--- src/rtl/load_store_group_decoder_pkg.sv ---
// Shared encodings for the load/store group decoder: instruction fields, datapath
// select codes, register names and the internal control bundle.
package load_store_group_decoder_pkg;

    // Instruction group field (decoded upstream; listed here for the control mux)
    localparam logic [1:0] GROUP_ALU    = 2'b00;
    localparam logic [1:0] GROUP_LDS    = 2'b01;
    localparam logic [1:0] GROUP_BRANCH = 2'b10;
    localparam logic [1:0] GROUP_SYS    = 2'b11;

    localparam logic [1:0] LDSINCF_NONE     = 2'b00;
    localparam logic [1:0] LDSINCF_POST_INC = 2'b01;
    localparam logic [1:0] LDSINCF_PRE_DEC  = 2'b10;
    localparam logic [1:0] LDSINCF_RSVD     = 2'b11;

    localparam logic [1:0] LDSOPF_LD  = 2'b00;
    localparam logic [1:0] LDSOPF_ST  = 2'b01;
    localparam logic [1:0] LDSOPF_LDB = 2'b10;
    localparam logic [1:0] LDSOPF_STB = 2'b11;

    localparam logic [1:0] MODE_LDS_REG_MEM      = 2'b00;
    localparam logic [1:0] MODE_LDS_REG_FRAME    = 2'b01;
    localparam logic [1:0] MODE_LDS_REG_STACK    = 2'b10;
    localparam logic [1:0] MODE_LDS_REG_RETSTACK = 2'b11;

    localparam logic [3:0] ALU_OPX_NOP = 4'd0;
    localparam logic [3:0] ALU_OPX_ADD = 4'd1;
    localparam logic [3:0] ALU_OPX_SUB = 4'd2;
    localparam logic [3:0] ALU_OPX_MOV = 4'd3;
    localparam logic [3:0] ALU_OPX_AND = 4'd4;
    localparam logic [3:0] ALU_OPX_OR  = 4'd5;
    localparam logic [3:0] ALU_OPX_XOR = 4'd6;

    localparam logic ALUA_SRCX_REG_A = 1'b0;
    localparam logic ALUA_SRCX_TWO   = 1'b1;

    localparam logic [2:0] ALUB_SRCX_REG_B = 3'd0;
    localparam logic [2:0] ALUB_SRCX_U6_0  = 3'd1;
    localparam logic [2:0] ALUB_SRCX_S8_0  = 3'd2;
    localparam logic [2:0] ALUB_SRCX_ONE   = 3'd3;

    localparam logic [1:0] REGB_DINX_ALU_R    = 2'd0;
    localparam logic [1:0] REGB_DINX_DATA_BUS = 2'd1;

    localparam logic [2:0] REGA_ADDRX_ARGA = 3'd0;
    localparam logic [2:0] REGA_ADDRX_RFP  = 3'd1;
    localparam logic [2:0] REGA_ADDRX_RSP  = 3'd2;
    localparam logic [2:0] REGA_ADDRX_RRS  = 3'd3;

    localparam logic [1:0] REGB_ADDRX_ARGB = 2'd0;
    localparam logic [1:0] REGB_ADDRX_ARGA = 2'd1;

    localparam logic [1:0] REGA_BYTE_ENX_WORD = 2'd0;
    localparam logic [1:0] REGA_BYTE_ENX_LOW  = 2'd1;
    localparam logic [1:0] REGA_BYTE_ENX_HIGH = 2'd2;
    localparam logic [1:0] REGB_BYTE_ENX_WORD = 2'd0;
    localparam logic [1:0] REGB_BYTE_ENX_LOW  = 2'd1;
    localparam logic [1:0] REGB_BYTE_ENX_HIGH = 2'd2;

    localparam logic [1:0] DATA_BUSX_ALU_R = 2'd0;
    localparam logic [1:0] DATA_BUSX_REGB  = 2'd1;

    localparam logic [1:0] ADDR_BUSX_PC       = 2'd0;
    localparam logic [1:0] ADDR_BUSX_ALUA_DIN = 2'd1;
    localparam logic [1:0] ADDR_BUSX_ALU_R    = 2'd2;

    localparam logic [3:0] R0  = 4'd0;
    localparam logic [3:0] R1  = 4'd1;
    localparam logic [3:0] R2  = 4'd2;
    localparam logic [3:0] R3  = 4'd3;
    localparam logic [3:0] R4  = 4'd4;
    localparam logic [3:0] R5  = 4'd5;
    localparam logic [3:0] R6  = 4'd6;
    localparam logic [3:0] R7  = 4'd7;
    localparam logic [3:0] R8  = 4'd8;
    localparam logic [3:0] R9  = 4'd9;
    localparam logic [3:0] R10 = 4'd10;
    localparam logic [3:0] R11 = 4'd11;
    localparam logic [3:0] R12 = 4'd12;
    localparam logic [3:0] R13 = 4'd13;
    localparam logic [3:0] R14 = 4'd14;
    localparam logic [3:0] R15 = 4'd15;

    typedef struct packed {
        logic       rega_en;
        logic       regb_en;
        logic       rega_wen;
        logic       regb_wen;
        logic [3:0] alu_opx;
        logic       alua_srcx;
        logic [2:0] alub_srcx;
        logic [1:0] regb_dinx;
        logic [2:0] rega_addrx;
        logic [1:0] regb_addrx;
        logic [1:0] rega_byte_enx;
        logic [1:0] regb_byte_enx;
        logic [1:0] data_busx;
        logic       data_bus_oen;
        logic [1:0] addr_busx;
    } lds_ctrl_t;

    // Encoding-0 defaults double as the idle control word.
    function automatic lds_ctrl_t lds_ctrl_idle();
        lds_ctrl_t c;
        c = '0;
        return c;
    endfunction

endpackage

--- src/rtl/load_store_group_decoder_if.sv ---
// Instruction field and control-select bundle between the load/store decoder and
// the control multiplexer.
interface load_store_group_decoder_if;
    logic [5:0] INSTRUCTION;
    logic       FETCH;
    logic       DECODE;
    logic       EXECUTE;
    logic       COMMIT;
    logic       REGA_EN;
    logic       REGB_EN;
    logic       REGA_WEN;
    logic       REGB_WEN;
    logic [3:0] ALU_OPX;
    logic       ALUA_SRCX;
    logic [2:0] ALUB_SRCX;
    logic [1:0] REGB_DINX;
    logic [2:0] REGA_ADDRX;
    logic [1:0] REGB_ADDRX;
    logic [1:0] REGA_BYTE_ENX;
    logic [1:0] REGB_BYTE_ENX;
    logic [1:0] DATA_BUSX;
    logic       DATA_BUS_OEN;
    logic [1:0] ADDR_BUSX;

    // Decoder side
    modport master (
        input  INSTRUCTION,
        output FETCH, DECODE, EXECUTE, COMMIT,
        output REGA_EN, REGB_EN, REGA_WEN, REGB_WEN,
        output ALU_OPX, ALUA_SRCX, ALUB_SRCX, REGB_DINX,
        output REGA_ADDRX, REGB_ADDRX, REGA_BYTE_ENX, REGB_BYTE_ENX,
        output DATA_BUSX, DATA_BUS_OEN, ADDR_BUSX
    );

    // Instruction source / control-mux side
    modport slave (
        output INSTRUCTION,
        input  FETCH, DECODE, EXECUTE, COMMIT,
        input  REGA_EN, REGB_EN, REGA_WEN, REGB_WEN,
        input  ALU_OPX, ALUA_SRCX, ALUB_SRCX, REGB_DINX,
        input  REGA_ADDRX, REGB_ADDRX, REGA_BYTE_ENX, REGB_BYTE_ENX,
        input  DATA_BUSX, DATA_BUS_OEN, ADDR_BUSX
    );
endinterface

--- src/rtl/instruction_phase_decoder.sv ---
// Four-phase instruction sequencer: FETCH -> DECODE -> EXECUTE -> COMMIT ring,
// one-hot outputs, asynchronous active-low reset back to FETCH.
module instruction_phase_decoder (
    input  logic CLK,
    input  logic RESET,
    output logic FETCH,
    output logic DECODE,
    output logic EXECUTE,
    output logic COMMIT
);

    localparam logic [1:0] PH_FETCH   = 2'd0;
    localparam logic [1:0] PH_DECODE  = 2'd1;
    localparam logic [1:0] PH_EXECUTE = 2'd2;
    localparam logic [1:0] PH_COMMIT  = 2'd3;

    logic [1:0] phase_q;
    logic [1:0] phase_d;

    always_comb begin
        phase_d = PH_FETCH;
        case (phase_q)
            PH_FETCH:   phase_d = PH_DECODE;
            PH_DECODE:  phase_d = PH_EXECUTE;
            PH_EXECUTE: phase_d = PH_COMMIT;
            PH_COMMIT:  phase_d = PH_FETCH;
            default:    phase_d = PH_FETCH;
        endcase
    end

    always_ff @(posedge CLK or negedge RESET) begin
        if (!RESET) begin
            phase_q <= PH_FETCH;
        end else begin
            phase_q <= phase_d;
        end
    end

    assign FETCH   = (phase_q == PH_FETCH);
    assign DECODE  = (phase_q == PH_DECODE);
    assign EXECUTE = (phase_q == PH_EXECUTE);
    assign COMMIT  = (phase_q == PH_COMMIT);

endmodule

--- src/rtl/load_store_group_decoder.sv ---
// Load/store group control decoder: latches instruction[13:8] when leaving FETCH
// and decodes it into datapath selects during EXECUTE and COMMIT.
module load_store_group_decoder
    import load_store_group_decoder_pkg::*;
(
    input  logic                            CLK,
    input  logic                            RESET,
    load_store_group_decoder_if.master      bus
);

    logic       fetch;
    logic       execute;
    logic       commit;
    logic [5:0] instr_q;
    logic [5:0] instr_d;

    logic [1:0] incf;
    logic [1:0] opf;
    logic [1:0] mode;
    logic       is_store;
    logic       is_byte;
    logic       offset_mode;
    logic       inc_dec;
    lds_ctrl_t  ctrl;

    instruction_phase_decoder u_phase (
        .CLK     (CLK),
        .RESET   (RESET),
        .FETCH   (fetch),
        .DECODE  (bus.DECODE),
        .EXECUTE (execute),
        .COMMIT  (commit)
    );

    assign bus.FETCH   = fetch;
    assign bus.EXECUTE = execute;
    assign bus.COMMIT  = commit;

    // Capture happens on the FETCH->DECODE edge only; the input is free afterwards.
    always_comb begin
        instr_d = instr_q;
        if (fetch) begin
            instr_d = bus.INSTRUCTION;
        end
    end

    always_ff @(posedge CLK or negedge RESET) begin
        if (!RESET) begin
            instr_q <= 6'd0;
        end else begin
            instr_q <= instr_d;
        end
    end

    always_comb begin
        incf        = instr_q[5:4];
        opf         = instr_q[3:2];
        mode        = instr_q[1:0];
        is_store    = (opf == LDSOPF_ST) || (opf == LDSOPF_STB);
        is_byte     = (opf == LDSOPF_LDB) || (opf == LDSOPF_STB);
        offset_mode = (mode != MODE_LDS_REG_MEM);
        // In offset modes INCF carries offset bits, so it never means increment there.
        inc_dec     = !offset_mode &&
                      ((incf == LDSINCF_POST_INC) || (incf == LDSINCF_PRE_DEC));
    end

    always_comb begin
        ctrl = lds_ctrl_idle();
        if (execute || commit) begin
            ctrl.rega_byte_enx = REGA_BYTE_ENX_WORD;
            ctrl.regb_byte_enx = is_byte ? REGB_BYTE_ENX_LOW : REGB_BYTE_ENX_WORD;

            if (offset_mode) begin
                ctrl.alua_srcx  = ALUA_SRCX_REG_A;
                ctrl.alub_srcx  = ALUB_SRCX_U6_0;
                ctrl.addr_busx  = ADDR_BUSX_ALU_R;
                ctrl.regb_addrx = REGB_ADDRX_ARGA;
                case (mode)
                    MODE_LDS_REG_FRAME: begin
                        ctrl.rega_addrx = REGA_ADDRX_RFP;
                        ctrl.alu_opx    = ALU_OPX_SUB;
                    end
                    MODE_LDS_REG_STACK: begin
                        ctrl.rega_addrx = REGA_ADDRX_RSP;
                        ctrl.alu_opx    = ALU_OPX_ADD;
                    end
                    default: begin
                        ctrl.rega_addrx = REGA_ADDRX_RRS;
                        ctrl.alu_opx    = ALU_OPX_ADD;
                    end
                endcase
            end else begin
                ctrl.rega_addrx = REGA_ADDRX_ARGA;
                ctrl.addr_busx  = ADDR_BUSX_ALUA_DIN;
                ctrl.alu_opx    = ALU_OPX_MOV;
                ctrl.alub_srcx  = ALUB_SRCX_REG_B;
                ctrl.regb_addrx = REGB_ADDRX_ARGB;
                ctrl.alua_srcx  = inc_dec ? ALUA_SRCX_TWO : ALUA_SRCX_REG_A;
            end

            if (is_store) begin
                ctrl.data_busx    = DATA_BUSX_REGB;
                ctrl.data_bus_oen = 1'b1;
            end

            if (execute) begin
                ctrl.rega_en = 1'b1;
                ctrl.regb_en = is_store;
            end else begin
                // Pointer write-back for auto increment/decrement addressing.
                if (inc_dec) begin
                    ctrl.alu_opx = (incf == LDSINCF_POST_INC) ? ALU_OPX_ADD : ALU_OPX_SUB;
                end
                ctrl.rega_en  = inc_dec;
                ctrl.rega_wen = inc_dec;
                if (!is_store) begin
                    ctrl.regb_en   = 1'b1;
                    ctrl.regb_wen  = 1'b1;
                    ctrl.regb_dinx = REGB_DINX_DATA_BUS;
                end
            end
        end
    end

    assign bus.REGA_EN       = ctrl.rega_en;
    assign bus.REGB_EN       = ctrl.regb_en;
    assign bus.REGA_WEN      = ctrl.rega_wen;
    assign bus.REGB_WEN      = ctrl.regb_wen;
    assign bus.ALU_OPX       = ctrl.alu_opx;
    assign bus.ALUA_SRCX     = ctrl.alua_srcx;
    assign bus.ALUB_SRCX     = ctrl.alub_srcx;
    assign bus.REGB_DINX     = ctrl.regb_dinx;
    assign bus.REGA_ADDRX    = ctrl.rega_addrx;
    assign bus.REGB_ADDRX    = ctrl.regb_addrx;
    assign bus.REGA_BYTE_ENX = ctrl.rega_byte_enx;
    assign bus.REGB_BYTE_ENX = ctrl.regb_byte_enx;
    assign bus.DATA_BUSX     = ctrl.data_busx;
    assign bus.DATA_BUS_OEN  = ctrl.data_bus_oen;
    assign bus.ADDR_BUSX     = ctrl.addr_busx;

endmodule

--- src/flat_wrapper.sv ---
// flat-port wrapper written by rule: the top's interface ports become plain ports
module load_store_group_decoder_flat import load_store_group_decoder_pkg::*;
  (CLK, RESET, bus_INSTRUCTION, bus_FETCH, bus_DECODE, bus_EXECUTE, bus_COMMIT, bus_REGA_EN, bus_REGB_EN, bus_REGA_WEN, bus_REGB_WEN, bus_ALU_OPX, bus_ALUA_SRCX, bus_ALUB_SRCX, bus_REGB_DINX, bus_REGA_ADDRX, bus_REGB_ADDRX, bus_REGA_BYTE_ENX, bus_REGB_BYTE_ENX, bus_DATA_BUSX, bus_DATA_BUS_OEN, bus_ADDR_BUSX);
  load_store_group_decoder_if bus_i ();
  input  logic CLK;
  input  logic RESET;
  input wire logic [$bits(bus_i.INSTRUCTION)-1:0] bus_INSTRUCTION;
  output wire logic [$bits(bus_i.FETCH)-1:0] bus_FETCH;
  output wire logic [$bits(bus_i.DECODE)-1:0] bus_DECODE;
  output wire logic [$bits(bus_i.EXECUTE)-1:0] bus_EXECUTE;
  output wire logic [$bits(bus_i.COMMIT)-1:0] bus_COMMIT;
  output wire logic [$bits(bus_i.REGA_EN)-1:0] bus_REGA_EN;
  output wire logic [$bits(bus_i.REGB_EN)-1:0] bus_REGB_EN;
  output wire logic [$bits(bus_i.REGA_WEN)-1:0] bus_REGA_WEN;
  output wire logic [$bits(bus_i.REGB_WEN)-1:0] bus_REGB_WEN;
  output wire logic [$bits(bus_i.ALU_OPX)-1:0] bus_ALU_OPX;
  output wire logic [$bits(bus_i.ALUA_SRCX)-1:0] bus_ALUA_SRCX;
  output wire logic [$bits(bus_i.ALUB_SRCX)-1:0] bus_ALUB_SRCX;
  output wire logic [$bits(bus_i.REGB_DINX)-1:0] bus_REGB_DINX;
  output wire logic [$bits(bus_i.REGA_ADDRX)-1:0] bus_REGA_ADDRX;
  output wire logic [$bits(bus_i.REGB_ADDRX)-1:0] bus_REGB_ADDRX;
  output wire logic [$bits(bus_i.REGA_BYTE_ENX)-1:0] bus_REGA_BYTE_ENX;
  output wire logic [$bits(bus_i.REGB_BYTE_ENX)-1:0] bus_REGB_BYTE_ENX;
  output wire logic [$bits(bus_i.DATA_BUSX)-1:0] bus_DATA_BUSX;
  output wire logic [$bits(bus_i.DATA_BUS_OEN)-1:0] bus_DATA_BUS_OEN;
  output wire logic [$bits(bus_i.ADDR_BUSX)-1:0] bus_ADDR_BUSX;
  assign bus_i.INSTRUCTION = bus_INSTRUCTION;
  assign bus_FETCH = bus_i.FETCH;
  assign bus_DECODE = bus_i.DECODE;
  assign bus_EXECUTE = bus_i.EXECUTE;
  assign bus_COMMIT = bus_i.COMMIT;
  assign bus_REGA_EN = bus_i.REGA_EN;
  assign bus_REGB_EN = bus_i.REGB_EN;
  assign bus_REGA_WEN = bus_i.REGA_WEN;
  assign bus_REGB_WEN = bus_i.REGB_WEN;
  assign bus_ALU_OPX = bus_i.ALU_OPX;
  assign bus_ALUA_SRCX = bus_i.ALUA_SRCX;
  assign bus_ALUB_SRCX = bus_i.ALUB_SRCX;
  assign bus_REGB_DINX = bus_i.REGB_DINX;
  assign bus_REGA_ADDRX = bus_i.REGA_ADDRX;
  assign bus_REGB_ADDRX = bus_i.REGB_ADDRX;
  assign bus_REGA_BYTE_ENX = bus_i.REGA_BYTE_ENX;
  assign bus_REGB_BYTE_ENX = bus_i.REGB_BYTE_ENX;
  assign bus_DATA_BUSX = bus_i.DATA_BUSX;
  assign bus_DATA_BUS_OEN = bus_i.DATA_BUS_OEN;
  assign bus_ADDR_BUSX = bus_i.ADDR_BUSX;
  load_store_group_decoder u_core (.CLK(CLK), .RESET(RESET), .bus(bus_i));
endmodule
--- config.mk ---
export PLATFORM = sky130hd
export DESIGN_NAME = load_store_group_decoder_flat
export DESIGN_NICKNAME = d
export VERILOG_FILES = /design/src/rtl/load_store_group_decoder_pkg.sv /design/src/rtl/load_store_group_decoder_if.sv /design/src/rtl/instruction_phase_decoder.sv /design/src/rtl/load_store_group_decoder.sv /design/src/flat_wrapper.sv
export SDC_FILE = /design/constraint.sdc
export NUM_CORES = 1
export LEC_CHECK = 0
export CAP_MARGIN = 5
export CORE_MARGIN = 3
export CORE_UTILIZATION = 35
export DETAILED_ROUTE_END_ITERATION = 10
export PLACE_DENSITY = 0.83
export SLEW_MARGIN = 10
export SYNTH_ARGS = -nofsm -noshare
export SYNTH_HDL_FRONTEND = slang
export SYNTH_SLANG_ARGS = --single-unit
--- constraint.sdc ---
create_clock -name CLK -period 1.6 [get_ports CLK]
set_input_delay 0.16 -clock CLK [delete_from_list [all_inputs] [get_ports CLK]]
set_output_delay 0.16 -clock CLK [all_outputs]
set_load 0.02 [all_outputs]
# Word-level counts from Yosys, hierarchy flattened
# Index checks and enable logic that the tools add are counted.
[word_totals]
register_bits = 8
input_bits = 8
output_inout_bits = 32
elab_cells = 37
[classes]
n_eq_ne = 10
n_mux = 17
n_reduce_logical = 8
[ops]
columns = ["operator", "n"]
rows = [
  ["$mux 28", 1],
  ["$eq 2x2->1 const B", 6],
  ["$mux 2", 6],
  ["$mux 6", 2],
  ["$eq 2x1->1 const B", 4],
  ["$mux 4", 2],
  ["$pmux 2 s4", 1],
  ["$logic_or 1x1->1", 4],
  ["$mux 1", 4],
  ["$pmux 2 s2", 1],
  ["$logic_not 2->1", 1],
  ["$reduce_bool 2->1", 1],
  ["$logic_and 1x1->1", 1],
  ["$logic_not 1->1", 1],
]

# Longest topological paths before layout
# Gate-level depths: netlist of the first run.
[depth]
ltp_word = 8
ltp_mapped = 6
ltp_nobuf = 5

# Modules after synthesis
# A second synthesis of the first run with hierarchy kept.
[hier_totals]
cells_unflattened = 67
hier_area_um2 = 620.6
[by_module_without_submodules]
columns = ["mod", "instances", "cells_each", "area_each_um2", "seq_area_each_um2"]
rows = [
  ["load_store_group_decoder", 1, 58, 506.7, 150.1],
  ["instruction_phase_decoder", 1, 9, 113.9, 50.0],
]

# Worst setup path after synthesis of the first run
# OpenSTA, ideal clock, no wires.
[synth_path]
path_type = "register to output"
startpoint = "register u_core.u_phase.phase_q[0]"
endpoint = "output port bus_ALUA_SRCX"
arrival_ns = 1.673
slack_ns = -0.233
path_stages_with_launch = 6
n_path_buf = 1
cell_sequence = "dfrtp_1 > inv_1 > ha_1 > nor2_1 > buf_6 > nor4_1"
[synth_via]
elab_chain_len = 3
word_cells_on_any_way = 4
[synth_rtl]
columns = ["element", "line", "text"]
rows = [
  ["from (decl)", "instruction_phase_decoder.sv:17", "logic [1:0] phase_q;"],
  ["from (signal assigned)", "instruction_phase_decoder.sv:35", "phase_q <= phase_d;"],
  ["$eq 2x2->1", "instruction_phase_decoder.sv:41", "assign EXECUTE = (phase_q == PH_EXECUTE);"],
  ["via bus_EXECUTE", "flat_wrapper.sv:10", "output wire logic [$bits(bus_i.EXECUTE)-1:0] bus_EXECUTE;"],
  ["$logic_or 1x1->1", "load_store_group_decoder.sv:69", "if (execute || commit) begin"],
  ["$mux 28", "load_store_group_decoder.sv:69", ""],
  ["to (decl)", "flat_wrapper.sv:17", "output wire logic [$bits(bus_i.ALUA_SRCX)-1:0] bus_ALUA_SRCX;"],
]
# The timed path passes the listed nets, and every way through them passes these cells.

# Worst setup path in the final report of the first run
[layout_path]
startpoint = "register u_core.u_phase.phase_q[1]"
endpoint = "output port bus_REGB_DINX[0]"
[layout_via]
elab_chain_len = 3
word_cells_on_any_way = 5
[layout_rtl]
columns = ["element", "line", "text"]
rows = [
  ["$eq 2x2->1, on equally long branches", "instruction_phase_decoder.sv:41, instruction_phase_decoder.sv:42", ""],
  ["$mux 2 or $logic_or 1x1->1 (tied branches)", "load_store_group_decoder.sv:106, load_store_group_decoder.sv:69", ""],
  ["$mux 28 (*)", "load_store_group_decoder.sv:69", ""],
  ["to (decl)", "flat_wrapper.sv:19", "output wire logic [$bits(bus_i.REGB_DINX)-1:0] bus_REGB_DINX;"],
]
# Every way passes the cells marked *; elsewhere a longest branch is shown, timed or not.

==> run summary, run 1 <==
Status
- **run status** complete, but fails checks
- **failing checks** negative setup slack

Global routing
- **pin count of the biggest net entering global routing** 10
- **number of antenna violations at the first check in global routing** 0
- **GR Overflow Total** 0
- **global-route wire length before repair** 2930 µm
- **via count of the first global-routing pass** 611
- **overall routing resource usage** 0.164

Synthesis
- **post-synth top area cell** sky130_fd_sc_hd__dfrtp_1
- **Syn Std Cell Area** 627 µm²
- **cell count after synthesis** 67
- **syn_area_per_cell** 9.36 µm²
- **post-synthesis cell type count** 19
- **total of flip-flops plus latches after synthesis** 8
- **largest cells by area after synthesis** sky130_fd_sc_hd__dfrtp_1, sky130_fd_sc_hd__buf_4, sky130_fd_sc_hd__ha_1, sky130_fd_sc_hd__mux2_2, sky130_fd_sc_hd__and2b_2
- **fraction of synthesized cell area taken by the top area cell type** 0.319
- **Ys Warns** 0
- **proportion of synthesized chip area in sequential cells** 0.319

Routing
- **number of vias in the routed layout** 580
- **WL final** 1760 µm
- **final routed wire length divided by cell count** 13.0 µm
- **starting DRC count in detailed routing** 5
- **number of antenna-violating nets in the routed design** 0
- **drt via density** 4.30
- **DRC viols** 0
- **number of detailed-routing iterations run before antenna repair** 4

Timing
- **Layout Skew** 1.64 ps
- **final hold violations** 0
- **achievable clock frequency** 576 MHz
- **unrepaired setup endpoints after global routing** yes
- **post-route setup slack** -136 ps
- **setup violation total in the final timing report** 12
- **final setup TNS** -878 ps
- **ratio of final minimum period to clock period** 1.09
- **Tmin final** 1740 ps
- **final number of max-transition violations** 0

Placed design
- **placed standard-cell area** 958 µm²
- **placed cells** 123
- **Final HPWL DP** 1210 µm
- **gpl congestion** 0.780
- **port bufs** 28

Power and ir drop
- **total power of the final layout** 476 µW
- **leakage power summed over all cells** 0.548 nW
- **areal power density over the cells** 411 nW/µm²
- **worst vdd rail ir drop** 0.471 mV

Die
- **Horiz. Die Dim** 48.3 µm
- **number of rows created at floorplan** 14
- **initial core utilization** 0.393
- **Die Footprint** 2330 µm²
- **I/O pin count** 40
- **area inside the core boundary** 1590 µm²
- **die height** 48.3 µm

Cells and area
- **final antenna diode count** 0
- **Final #Nets** 127
- **leading cell type in the layout, fill and taps excluded** sky130_fd_sc_hd__buf_4
- **final core utilization** 0.726
- **P&R area growth vs syn** 84.6%
- **fraction of layout instances using a drive strength above 1** 0.676
- **top library cells by usage in the layout, fill and taps aside** sky130_fd_sc_hd__buf_4, sky130_fd_sc_hd__buf_6, sky130_fd_sc_hd__conb_1, sky130_fd_sc_hd__clkdlybuf4s50_1, sky130_fd_sc_hd__dfrtp_1
- **Cell Count, Final, Fillers Out** 135
- **post-route design area** 1160 µm²

Setup path
- **data arrival time of the critical path** 1580 ps
- **crit start category** register
- **Reg2Reg Depth** 6
- **crit end category** output port
- **CP Data Required Time** 1440 ps
- **type of the worst setup path** register to output port
- **Max FO, Critical Path** 7

Hold path
- **type of the worst min-delay path** primary input to async pin

CTS
- **maximum root-to-sink buffer count** 2
- **total clock buffers created by CTS** 3
- **total clock sinks** 8
- **Clock Tree Root** sky130_fd_sc_hd__clkbuf_4
- **TritonCTS clock tree** built
- **latest clock arrival within the worst-skew pair** 250 ps
- **# H-tree levels** 1
- **hold buffer count at CTS** 0
- **clock transition at the registers of the reported paths** 50 ps

Run
- **maximum capacitance violations** 0

critical path, stage by stage (launching register included):
cell                      delay, ps
sky130_fd_sc_hd__dfrtp_2        450
sky130_fd_sc_hd__ha_4           190
sky130_fd_sc_hd__nor2_4         180
sky130_fd_sc_hd__buf_6          130
sky130_fd_sc_hd__and2b_2        240
sky130_fd_sc_hd__buf_6          140
kinds of logic (layout without fill, tap and decap cells):
kind of cell,Yosys count,count (layout),share of synthesized area
AO/OA/AOI/OAI,4,4,0.0519
adder cells (fa/ha/maj),6,6,0.120
buffers and inverters,24,58,0.251
flip-flops,8,8,0.319
multiplexers,4,4,0.0719
other,1,11,0.00598
AND/OR/NAND/NOR,20,20,0.180
per-layer routing:
layer,vias up,track usage,wire (µm)
met4,0,0.133,74
met2,33,0.278,844
met5,-,0,0
met3,6,0.0368,124
li1,276,-,-
met1,265,0.176,717
layout make-up:
| class | instances | area (µm²) |
|---|---|---|
| clock buffer | 3 | 22.5 |
| fill | 102 | 437 |
| inverter | 5 | 21.3 |
| multi-input combinational | 45 | 449 |
| sequential | 8 | 204 |
| tap | 24 | 30.0 |
| timing repair buffer | 50 | 430 |
state kept, by name, summed over array words and instances, names as in the netlist:
name,cells
u_core.u_phase.phase_q,2
u_core.instr_q,6
synthesized netlist by cell type (all sizes together):
master  count
o31ai       1
nor2b       1
a311oi      1
dfrtp       8
ha          6
and2b       4
o21ai       2
conb        1
buf        19
nand2       2
nor4        3
nand2b      1
or2         1
inv         5
nor2        6
nor3        2
mux2        4
report_power, final:
part / internal (mW) / switching [mW] / total, mW
Combinational: 0.0483 / 0.0530 / 0.101
Clock: 0.0857 / 0.0663 / 0.152
Sequential: 0.211 / 0.0121 / 0.223
Total: 0.345 / 0.131 / 0.476
stage by stage:
stage	hold WS (ps)	worst slack, ps
3_3_place_gp	458	-511
4_1_cts	179	-177
2_1_floorplan	-136	8.80
5_1_grt	180	-207
6_report	176	-136
3_5_place_dp	457	-592
worst paths after layout:
check | startpoint | slack, ps | to
worst max register to register | u_core.u_phase.phase_q[0] | 140 | u_core.instr_q[0]
worst max-delay path | u_core.u_phase.phase_q[1] | -140 | bus_REGB_DINX[0]
worst min register to register | u_core.instr_q[3] | 500 | u_core.instr_q[3]
worst min-delay path | RESET | 180 | u_core.instr_q[3]
min in group CLK | bus_INSTRUCTION[5] | 470 | u_core.instr_q[5]
max in group asynchronous | RESET | 1150 | u_core.u_phase.phase_q[1]
timing repair:
item / 4_1_cts / 5_1_grt
pin swaps: 7 / 5
hold endpoints to repair: 0 / 0
setup endpoints to repair: 21 / 18
resized for setup: 114 / 19
buffers inserted: 8 / 1
cloned: 0 / 0
Note: power is estimated with default switching activity, not from simulation.
==> inputs of run 2 (changes only) <==
Settings changed: SLEW_MARGIN 10 to 30.
==> results of run 2 <==
Same layout as run 1: the final DEF is identical, and so are final timing and power.
==> RTL change, RTL diff (settings of run 1) <==
Make the reset (`RESET`) synchronous in 2 clocked blocks. Comments in the files are not updated.
--- a/src/rtl/instruction_phase_decoder.sv
+++ b/src/rtl/instruction_phase_decoder.sv
@@ -29,5 +29,5 @@
     end
 
-    always_ff @(posedge CLK or negedge RESET) begin
+    always_ff @(posedge CLK) begin
         if (!RESET) begin
             phase_q <= PH_FETCH;
--- a/src/rtl/load_store_group_decoder.sv
+++ b/src/rtl/load_store_group_decoder.sv
@@ -45,5 +45,5 @@
     end
 
-    always_ff @(posedge CLK or negedge RESET) begin
+    always_ff @(posedge CLK) begin
         if (!RESET) begin
             instr_q <= 6'd0;
Formal check against the unedited RTL: differs if RESET is asserted again (counterexample within 4 cycles, from zero or initial values and one cycle with RESET low); with RESET held inactive, the same outputs for 10 cycles.
==> RTL change against run 1 <==
Synthesized area is 0.60% lower; design area is 12% lower; routed wire length is 15% lower; sequential cell count stayed put; critical endpoint is now bus_ALU_OPX[1]; worst setup slack better by 0.14 ns; count of clock-buffer cells in the layout stayed put; critical path type unchanged; register-to-register slack better by 0.24 ns.
Power is left out: it rests on default switching activity, and per cell area and clock period it moved more than threefold.
==> RTL change: results (changes against run 1) <==
| Metric | Value |
|---|---|
| Status | finished clean (was finished with violations) |
| Final Net Count | 124 (was 127) |
| GRT Overall Usage | 14.25% (was 16.45%) |
| Placed cell count | 123 (unchanged) |
| Fin Clk Skew | 0.001801 ns (was 0.001640 ns) |
| Fin Hold WS | 0.5125 ns (was 0.1765 ns) |
| Area contributors post-synth | dfxtp_1 (26%), buf_4 (18%), ha_1 (12%), nor2b_1 (11%), mux2i_1 (9.6%) (was dfrtp_1 (32%), buf_4 (18%), ha_1 (12%), mux2_2 (7.2%), and2b_2 (5.6%)) |
| Vias per cell | 4.318 (was 4.296) |
| Min-delay worst type | reg -> reg (was in -> async) |
| # fillers | 131 (was 102) |
| Most frequent cells after synthesis | buf_4 (15), nor2b_1 (11), dfxtp_1 (8) (was buf_4 (15), dfrtp_1 (8), ha_1 (6), nor2_1 (6), inv_1 (5)) |
| GP Congestion | 0.7132 (was 0.7798) |
| Vias in the first global route | 538 (was 611) |
| Synthesized instance count | 72 (was 67) |
| Initial DRC Count | 2 (was 5) |
| Crit path arrival time | 1.43 ns (was 1.58 ns) |
| CP max stage delay | 0.38 ns (was 0.45 ns) |
| Maximum net fanout on the critical path | 6 (was 7) |
| Share of layout cells above drive strength 1 | 53.70% (was 67.57%) |
| R2r setup slk | 0.38 ns (was 0.14 ns) |
| Post-synthesis async set-or-reset flop share | 0% (was 100.0%) |
| Fin cells | 132 (was 135) |
| Synth Flop Type | dfxtp_1 (was dfrtp_1) |
| First drt pass iteration count | 2 (was 4) |
| Largest net degree at the start of global routing | 11 (was 10) |
| Worst R2R End | u_core.instr_q[4] (was u_core.instr_q[0]) |
| Hpwl dp | 1.087 mm (was 1.209 mm) |
| Slowest CP cell | dfxtp_4 (was dfrtp_2) |
| Sequential cell area fraction in the yosys report | 25.70% (was 31.94%) |
-- RTL change: cell types whose count changed in the layout (fill, tap and decap cells not counted), moves of 3 or more --
cell / before / now
mux2i_1: 0 / 6
buf_4: 25 / 17
nor4_4: 3 / 0
dfxtp_2: 0 / 3
dfxtp_1: 0 / 4
nor2b_1: 1 / 10
nor4_2: 0 / 3
dfrtp_2: 3 / 0
buf_6: 12 / 2
dfrtp_1: 5 / 0
and2b_2: 4 / 0
mux2_2: 4 / 0
buf_2: 4 / 12
-- RTL change: layout make-up --
| type | count | area share, % |
|---|---|---|
| Tap cell | 24 | 2.941 |
| Clock buffer | 3 | 2.206 |
| Inverter | 5 | 2.083 |
| Timing Repair Buffer | 42 | 31.25 |
| Multi-Input combinational cell | 50 | 45.10 |
| Sequential cell | 8 | 16.42 |
-- RTL change: worst max path at each step --
stage / start / depth (start not counted) / slack [ns] / endpoint
after global routing: u_core.u_phase.phase_q[0] / 5 / -0.06 / bus_ALU_OPX[1]
after floorplan: u_core.instr_q[5] / 4 / -0.008 / bus_REGA_WEN
final: u_core.u_phase.phase_q[0] / 5 / 0.007 / bus_ALU_OPX[1]
after global placement: u_core.u_phase.phase_q[0] / 5 / -0.25 / bus_REGB_BYTE_ENX[0]
after detailed placement: u_core.u_phase.phase_q[0] / 5 / -0.31 / bus_REGB_BYTE_ENX[0]
after CTS: u_core.u_phase.phase_q[1] / 5 / -0.005 / bus_ALU_OPX[1]
-- RTL change: critical path, delay by kind of cell (launching register included) --
family        cells  cell delay [ns]
buf+inv           2             0.21
simple gates      2             0.41
flops             1             0.38
fa+ha+maj         1             0.18
-- RTL change: metal layers --
layer | vias up | GRT usage [%] | part of all wire, %
met3 | 6 | 4.428 | 9.6
li1 | 278 | - | -
met4 | 0 | 11.83 | 3.2
met1 | 254 | 15.49 | 39
met5 | - | 0 | 0
met2 | 32 | 22.40 | 49
-- RTL change: what timing repair did --
item,CTS,global route
setup buffers,6,0
setup endpoints to repair,21,12
pin swaps,4,3
resized for setup,85,22
-- RTL change: kinds of logic after synthesis --
kind of cell	synth area share [%]
and+or+nand+nor	24.30
other	0.6018
DFF	25.70
buffers and inverters	25.30
AOI/OAI and AO/OA	2.411
muxes	9.639
adders and majority gates	12.05
-- RTL change: metrics by stage --
step | setup WS [ns] | instance area, um^2
after detailed placement | -0.3109 | 912.1
after CTS | -0.004620 | 964.7
after global routing | -0.05635 | 1021
final | 0.007477 | 1021
after global placement | -0.2510 | 912.1
after floorplan | -0.008138 | 680.7
